<file path="src/rtl/date_edit_ctrl_pkg.sv">
// rtl/date_edit_ctrl_pkg.sv - shared types for the date edit controller
// Purpose: the FSM state encoding, the field_sel codes, and a state-to-field decode.
// Ports: none (package).
package date_ctrl_pkg;

  typedef enum logic [1:0] {
    NORMAL     = 2'd0,
    EDIT_DAY   = 2'd1,
    EDIT_MONTH = 2'd2,
    EDIT_YEAR  = 2'd3
  } state_e;

  localparam logic [1:0] FLD_NONE = 2'b00;
  localparam logic [1:0] FLD_DAY  = 2'b01;
  localparam logic [1:0] FLD_MON  = 2'b10;
  localparam logic [1:0] FLD_YEAR = 2'b11;

  function automatic logic [1:0] field_of(input state_e s);
    case (s)
      EDIT_DAY:   field_of = FLD_DAY;
      EDIT_MONTH: field_of = FLD_MON;
      EDIT_YEAR:  field_of = FLD_YEAR;
      default:    field_of = FLD_NONE;
    endcase
  endfunction

endpackage

</file>
<file path="src/rtl/date_edit_ctrl_key_autorepeat.sv">
// rtl/date_edit_ctrl_key_autorepeat.sv - key edge detect with hold-to-auto-repeat
// Purpose: emits a step on the rising edge of key, then after DELAY held ticks one
//          step, then one step every RATE held ticks. step is combinational; the
//          parent registers it.
// Ports:  clk, rst (async, active high), tick (1 ms enable), key (debounced level),
//         clr (clears the hold counter and suppresses step), step (out).
module key_autorepeat #(
  parameter int DELAY = 500,
  parameter int RATE  = 100
) (
  input  logic clk,
  input  logic rst,
  input  logic tick,
  input  logic key,
  input  logic clr,
  output logic step
);

  localparam int MAXC = (DELAY > RATE) ? DELAY : RATE;
  localparam int CW   = $clog2(MAXC + 1);
  localparam logic [CW-1:0] DELAY_C = CW'(DELAY);
  localparam logic [CW-1:0] RATE_C  = CW'(RATE);

  logic          key_q;
  logic          rep_q, rep_d;
  logic [CW-1:0] cnt_q, cnt_d;
  logic [CW-1:0] cnt_inc;
  logic [CW-1:0] target;
  logic          fire;

  // rep_q marks that the initial delay has elapsed; the counter then restarts
  // from zero and measures the shorter repeat interval. It never passes its
  // target, so it cannot wrap.
  always_comb begin
    cnt_inc = cnt_q + 1'b1;
    target  = rep_q ? RATE_C : DELAY_C;
    fire    = 1'b0;
    cnt_d   = cnt_q;
    rep_d   = rep_q;
    if (clr || !key) begin
      cnt_d = '0;
      rep_d = 1'b0;
    end else if (tick) begin
      if (cnt_inc == target) begin
        fire  = 1'b1;
        cnt_d = '0;
        rep_d = 1'b1;
      end else begin
        cnt_d = cnt_inc;
      end
    end
  end

  assign step = key & ~clr & (~key_q | fire);

  always_ff @(posedge clk or posedge rst) begin
    if (rst) begin
      key_q <= 1'b0;
      rep_q <= 1'b0;
      cnt_q <= '0;
    end else begin
      key_q <= key;
      rep_q <= rep_d;
      cnt_q <= cnt_d;
    end
  end

endmodule

</file>
<file path="src/rtl/date_edit_ctrl.sv">
// rtl/date_edit_ctrl.sv - manual date edit sequencer for the day/month/year chain
// Purpose: MODE walks NORMAL -> EDIT_DAY -> EDIT_MONTH -> EDIT_YEAR -> NORMAL; UP/DOWN
//          send 1-clk inc/dec pulses (with auto-repeat) to the selected counter;
//          end_of_day is held back while editing and replayed once on exit.
// Ports:  clk, rst (async, active high), tick_1ms (1 kHz enable),
//         btn_mode/btn_up/btn_down (debounced levels), eod_in (1-clk pulse),
//         eod_out, inc_d/dec_d, inc_m/dec_m, inc_y/dec_y (1-clk pulses),
//         edit_active, field_sel[1:0], blink (registered status).
module date_edit_ctrl
  import date_ctrl_pkg::*;
#(
  parameter int REPEAT_DELAY_MS = 500,
  parameter int REPEAT_RATE_MS  = 100,
  parameter int TIMEOUT_MS      = 10000,
  parameter int BLINK_HALF_MS   = 250
) (
  input  logic       clk,
  input  logic       rst,
  input  logic       tick_1ms,
  input  logic       btn_mode,
  input  logic       btn_up,
  input  logic       btn_down,
  input  logic       eod_in,
  output logic       eod_out,
  output logic       inc_d,
  output logic       dec_d,
  output logic       inc_m,
  output logic       dec_m,
  output logic       inc_y,
  output logic       dec_y,
  output logic       edit_active,
  output logic [1:0] field_sel,
  output logic       blink
);

  localparam int TW = $clog2(TIMEOUT_MS + 1);
  localparam int BW = $clog2(BLINK_HALF_MS + 1);
  localparam logic [TW-1:0] TO_C = TW'(TIMEOUT_MS);
  localparam logic [BW-1:0] BH_C = BW'(BLINK_HALF_MS);

  state_e        state_q, state_d;
  logic          mode_q, up_q, down_q;
  logic          mode_rise, key_edge, in_edit, timeout, entering;
  logic          key_clr, up_step, down_step, step_up, step_dn;
  logic [TW-1:0] idle_q, idle_d;
  logic [BW-1:0] bcnt_q, bcnt_d;
  logic          blink_q, blink_d;
  logic          pend_q, pend_d;
  logic          eod_q, eod_d;
  logic [5:0]    pulse_q, pulse_d;  // {inc_d, dec_d, inc_m, dec_m, inc_y, dec_y}
  logic [1:0]    field_q, field_d;
  logic          edit_q, edit_d;

  assign mode_rise = btn_mode & ~mode_q;
  assign key_edge  = mode_rise | (btn_up & ~up_q) | (btn_down & ~down_q);
  assign in_edit   = (state_q != NORMAL);
  assign timeout   = in_edit & (idle_q == TO_C);

  // Hold counters stay idle outside edit, and a mode edge or a two-key chord
  // drops any step and restarts the hold delay.
  assign key_clr = mode_rise | (btn_up & btn_down) | ~in_edit;

  key_autorepeat #(.DELAY(REPEAT_DELAY_MS), .RATE(REPEAT_RATE_MS)) u_rep_up (
    .clk  (clk),
    .rst  (rst),
    .tick (tick_1ms),
    .key  (btn_up),
    .clr  (key_clr),
    .step (up_step)
  );

  key_autorepeat #(.DELAY(REPEAT_DELAY_MS), .RATE(REPEAT_RATE_MS)) u_rep_down (
    .clk  (clk),
    .rst  (rst),
    .tick (tick_1ms),
    .key  (btn_down),
    .clr  (key_clr),
    .step (down_step)
  );

  // A step that coincides with a timeout would land on a field being left.
  assign step_up = up_step & ~timeout;
  assign step_dn = down_step & ~timeout;

  // FSM: state register
  always_ff @(posedge clk or posedge rst) begin
    if (rst) begin
      state_q <= NORMAL;
    end else begin
      state_q <= state_d;
    end
  end

  // FSM: next state
  always_comb begin
    state_d = state_q;
    if (mode_rise) begin
      case (state_q)
        NORMAL:     state_d = EDIT_DAY;
        EDIT_DAY:   state_d = EDIT_MONTH;
        EDIT_MONTH: state_d = EDIT_YEAR;
        default:    state_d = NORMAL;
      endcase
    end else if (timeout) begin
      state_d = NORMAL;
    end
  end

  // FSM: outputs (registered below)
  always_comb begin
    pulse_d = '0;
    if (step_up) begin
      case (state_q)
        EDIT_DAY:   pulse_d[5] = 1'b1;
        EDIT_MONTH: pulse_d[3] = 1'b1;
        EDIT_YEAR:  pulse_d[1] = 1'b1;
        default:    pulse_d    = '0;
      endcase
    end else if (step_dn) begin
      case (state_q)
        EDIT_DAY:   pulse_d[4] = 1'b1;
        EDIT_MONTH: pulse_d[2] = 1'b1;
        EDIT_YEAR:  pulse_d[0] = 1'b1;
        default:    pulse_d    = '0;
      endcase
    end
    field_d = field_of(state_d);
    edit_d  = (state_d != NORMAL);
  end

  // Idle timeout counter, saturating at TIMEOUT_MS.
  always_comb begin
    idle_d = idle_q;
    if (!in_edit || key_edge || step_up || step_dn || timeout) begin
      idle_d = '0;
    end else if (tick_1ms && (idle_q != TO_C)) begin
      idle_d = idle_q + 1'b1;
    end
  end

  // Blink: solid on entry and after each step so the edited value is visible.
  assign entering = (state_d != NORMAL) && (state_d != state_q);

  always_comb begin
    blink_d = blink_q;
    bcnt_d  = bcnt_q;
    if (state_d == NORMAL) begin
      blink_d = 1'b0;
      bcnt_d  = '0;
    end else if (entering || step_up || step_dn) begin
      blink_d = 1'b1;
      bcnt_d  = '0;
    end else if (tick_1ms) begin
      if (bcnt_q + 1'b1 == BH_C) begin
        blink_d = ~blink_q;
        bcnt_d  = '0;
      end else begin
        bcnt_d = bcnt_q + 1'b1;
      end
    end
  end

  // EOD gate: a pending tick and a fresh one on the first NORMAL cycle merge.
  always_comb begin
    if (in_edit) begin
      eod_d  = 1'b0;
      pend_d = pend_q | eod_in;
    end else begin
      eod_d  = eod_in | pend_q;
      pend_d = 1'b0;
    end
  end

  always_ff @(posedge clk or posedge rst) begin
    if (rst) begin
      mode_q  <= 1'b0;
      up_q    <= 1'b0;
      down_q  <= 1'b0;
      idle_q  <= '0;
      bcnt_q  <= '0;
      blink_q <= 1'b0;
      pend_q  <= 1'b0;
      eod_q   <= 1'b0;
      pulse_q <= '0;
      field_q <= FLD_NONE;
      edit_q  <= 1'b0;
    end else begin
      mode_q  <= btn_mode;
      up_q    <= btn_up;
      down_q  <= btn_down;
      idle_q  <= idle_d;
      bcnt_q  <= bcnt_d;
      blink_q <= blink_d;
      pend_q  <= pend_d;
      eod_q   <= eod_d;
      pulse_q <= pulse_d;
      field_q <= field_d;
      edit_q  <= edit_d;
    end
  end

  assign {inc_d, dec_d, inc_m, dec_m, inc_y, dec_y} = pulse_q;
  assign eod_out     = eod_q;
  assign edit_active = edit_q;
  assign field_sel   = field_q;
  assign blink       = blink_q;

endmodule
</file>
<file path="config.mk">
export PLATFORM = sky130hd
export DESIGN_NAME = date_edit_ctrl
export DESIGN_NICKNAME = d
export VERILOG_FILES = /design/src/rtl/date_edit_ctrl_pkg.sv /design/src/rtl/date_edit_ctrl_key_autorepeat.sv /design/src/rtl/date_edit_ctrl.sv
export SDC_FILE = /design/constraint.sdc
export NUM_CORES = 1
export LEC_CHECK = 0
export CORE_UTILIZATION = 45
export CTS_CLUSTER_SIZE = 40
export DETAILED_ROUTE_END_ITERATION = 6
export DONT_BUFFER_PORTS = 1
export PLACE_DENSITY = 0.68
export SYNTH_ARGS = -nofsm -noshare
export SYNTH_HDL_FRONTEND = slang
export SYNTH_SLANG_ARGS = --single-unit
</file>
<file path="constraint.sdc">
create_clock -name clk -period 2.44 [get_ports clk]
set_input_delay 0.488 -clock clk [delete_from_list [all_inputs] [get_ports clk]]
set_output_delay 0.488 -clock clk [all_outputs]
set_load 0.05 [all_outputs]
</file>
==> metrics <==
endpoints failing setup=0; fill count=633; Final ANT Viol Nets=0; GRT Util Overall=between 10% and 20%; busiest layer in global routing=met2; Logic pwr share=18.9%; P_leak=around 1.6 nW; CP required=around 2.6 ns; Die Area=roughly 7500 um^2; met1 usage=24.4%; clock share of power=36.2%; switching share of power=32.4%; starting density of the core=47.0%; initial DRC count=approximately 160; GR Util met3=under 10%; status=finished, final reports clean; DRT Wirelength=6640 um; critical path type=flip-flop to flip-flop; ys flop type=dfrtp_1; Seq/Total Area, Yosys=45.2%; Final Cycle Share=93.6%; Avg Cell Area, Syn=9.64 um^2; pwr dens=758 nW/um^2; WP data arrival=2.48 ns; die height=86.5 um; CP endpoint kind=flip-flop; gr ovfl total=0; Avg WL per Cell=14.7 um; DP HPWL=about 4600 um; largest net degree at the start of global routing=33; IO Count=18; first-pass GRT wire length=roughly 12000 um; internal power=between 1.5 and 2 mW; footprint of the multi-input gates=around 1700 um^2; drt pass-1 iters=4; core area=roughly 6800 um^2; post-synth net total=between 300 and 400; yosys warns=0; most frequent cells in the layout=dfrtp_1 (58), nand2_1 (32), nor2_1 (28), nor3_1 (21), buf_4 (17); H-tree Lvls=3; PortBufs=0; Area growth syn-to-layout=13.9%; DIE WIDTH=roughly 86 um; Cell variety after synth=53; hold_ws=0.0860 ns; Max Clock Skew=0.0111 ns; TritonCTS clock tree=yes; Max-Slew Margin vs Limit=61.1%; GPL Wtd Cong=0.839; Tightest Pin Transition=0.582 ns; EDFF count, synth=0; Post-Synthesis Cells=between 300 and 400; cell area after synthesis=3210 um^2; RSZ-0062 raised after global routing=false; DRC violations left=0; number of nets in the layout=368; CTS buffer count=9; vias=2511; Post-CTS Setup Inserts=0; site row count=30; vias in the first global route=2497; register share of total power=around 45%; Hold Path Class=input pin to asynchronous set/reset pin; minimum clock period=roughly 2.3 ns; Critical Path Source Type=flip-flop; register area=~1500 um^2; antenna violations before repair=0; FFs w/ async S/R, synth=100%; clk sinks=58; net load switching power=about 900 uW; Vias/cell=5.57; final hold viol count=0; clock-pin slew on the worst setup and hold paths=roughly 0.070 ns; Max Slew Vio Count=0; Synth Register Bits=58; FMAX=around 440 MHz; Antenna diodes=0; commonest non-fill, non-tap cell in the layout=dfrtp_1; Worst-Skew Late Latency=0.34 ns; Max Cap Viol=0; share of cells above drive strength 1=14.9%; clk buf depth=2; worst-case vdd ir drop=roughly 370 uV; post-layout util=53.5%; cts hold-fix bufs=0; Max FO, Critical Path=14; met2 usage=between 30% and 40%; Setup TNS=0 ns; CTS Root Cell=clkbuf_8
power groups by stage:
stage	combinational, mW	clock, mW	sequential [mW]
after floorplan	0.413	0	1.25
after global placement	0.500	0	1.26
after detailed placement	0.518	0	1.26
after CTS	0.518	1.02	1.24
after global routing	0.583	1.06	1.25
final	0.522	1.00	1.24
critical path: stages (launching register included):
cell,delay (ns)
dfrtp_1,0.42
nand2_1,0.14
or4b_4,0.58
nor3b_4,0.27
a311oi_2,0.15
o22ai_2,0.30
buf_6,0.21
nor3_1,0.07
stage by stage:
stage	std cells	worst slack [ns]	total power [mW]	cell area [um^2]
5_1_grt	451	0.00649	2.89	3650
4_1_cts	451	0.0893	2.78	3620
2_1_floorplan	333	0.251	1.66	3210
6_report	451	0.157	2.77	3650
3_3_place_gp	436	0.133	1.76	3390
3_5_place_dp	436	0.0267	1.78	3390
final cells by class:
class	count	area share, %
clock buffers	11	4.14
clock inverters	4	2.05
inverters	9	0.924
multi-input cells	254	45.5
flip-flops and latches	58	39.7
well taps	96	3.29
repair buffers	19	4.35
sequential cells by signal, summed over array words and instances (netlist names):
| signal | flops |
|---|---|
| bcnt_q | 8 |
| blink | 1 |
| edit_active | 1 |
| eod_out | 1 |
| field_sel | 1 |
| idle_q | 14 |
| mode_q | 1 |
| pend_q | 1 |
| pulse_q | 6 |
| state_q | 2 |
| u_rep_down.cnt_q | 9 |
| u_rep_down.key_q | 1 |
| u_rep_down.rep_q | 1 |
| u_rep_up.cnt_q | 9 |
| u_rep_up.key_q | 1 |
| u_rep_up.rep_q | 1 |
path summary, 6_finish.rpt:
kind,start,to,slack [ns],cells past startpoint
hold / removal,rst,u_rep_down.cnt_q[6],0.09,1
min in group clk,btn_mode,mode_q,0.17,0
max in group asynchronous,rst,edit_active,1.77,2
setup / recovery,u_rep_down.cnt_q[6],idle_q[12],0.16,7
hold reg to reg,pend_q,pend_q,0.50,2
setup reg to reg,u_rep_down.cnt_q[6],idle_q[12],0.16,7
per-layer routing:
layer,up-vias,wire length [um],part of all wire (%)
met4,0,99,1.5
met1,1236,3050,46
met2,38,3270,49
li1,1223,-,-
met3,14,219,3.3
met5,-,0,0
cells by family (layout without fill, tap and decap cells):
kind of cell	after synthesis	after routing	share of synthesized area (%)
buffers and inverters	21	43	3.90
adder cells (fa/ha/maj)	10	10	3.90
XOR/XNOR	24	24	6.55
AND/OR/NAND/NOR	156	156	26.2
multiplexers	7	7	2.34
flip-flops	58	58	45.2
AO/OA/AOI/OAI	57	57	11.9
what timing repair did:
| action | CTS | global route |
|---|---|---|
| setup endpoints to repair | 1 | 22 |
| gates resized for setup | 1 | 6 |
| pin swaps | 0 | 1 |
synth_stat cells, types with 3 or more instances:
master	number	area, um^2
mux2i_1	3	30.0
a21oi_1	12	60.1
nand2_1	33	124
nand2b_1	7	43.8
ha_1	10	125
clkbuf_1	4	15.0
xnor2_1	12	105
dfrtp_1	58	1450
a211oi_1	4	30.0
a31oi_1	6	37.5
nand4_1	11	68.8
xor2_1	12	105
a22oi_1	4	30.0
mux2_2	4	45.0
and2_1	10	62.6
nand3_1	13	65.1
nor3_1	22	110
inv_1	9	33.8
o21ai_0	13	65.1
nor2_1	28	105
a22o_1	4	35.0
nand4b_1	5	43.8
and3_1	8	50.1
nor2b_1	5	31.3
Power figures use the tool's default switching activity.
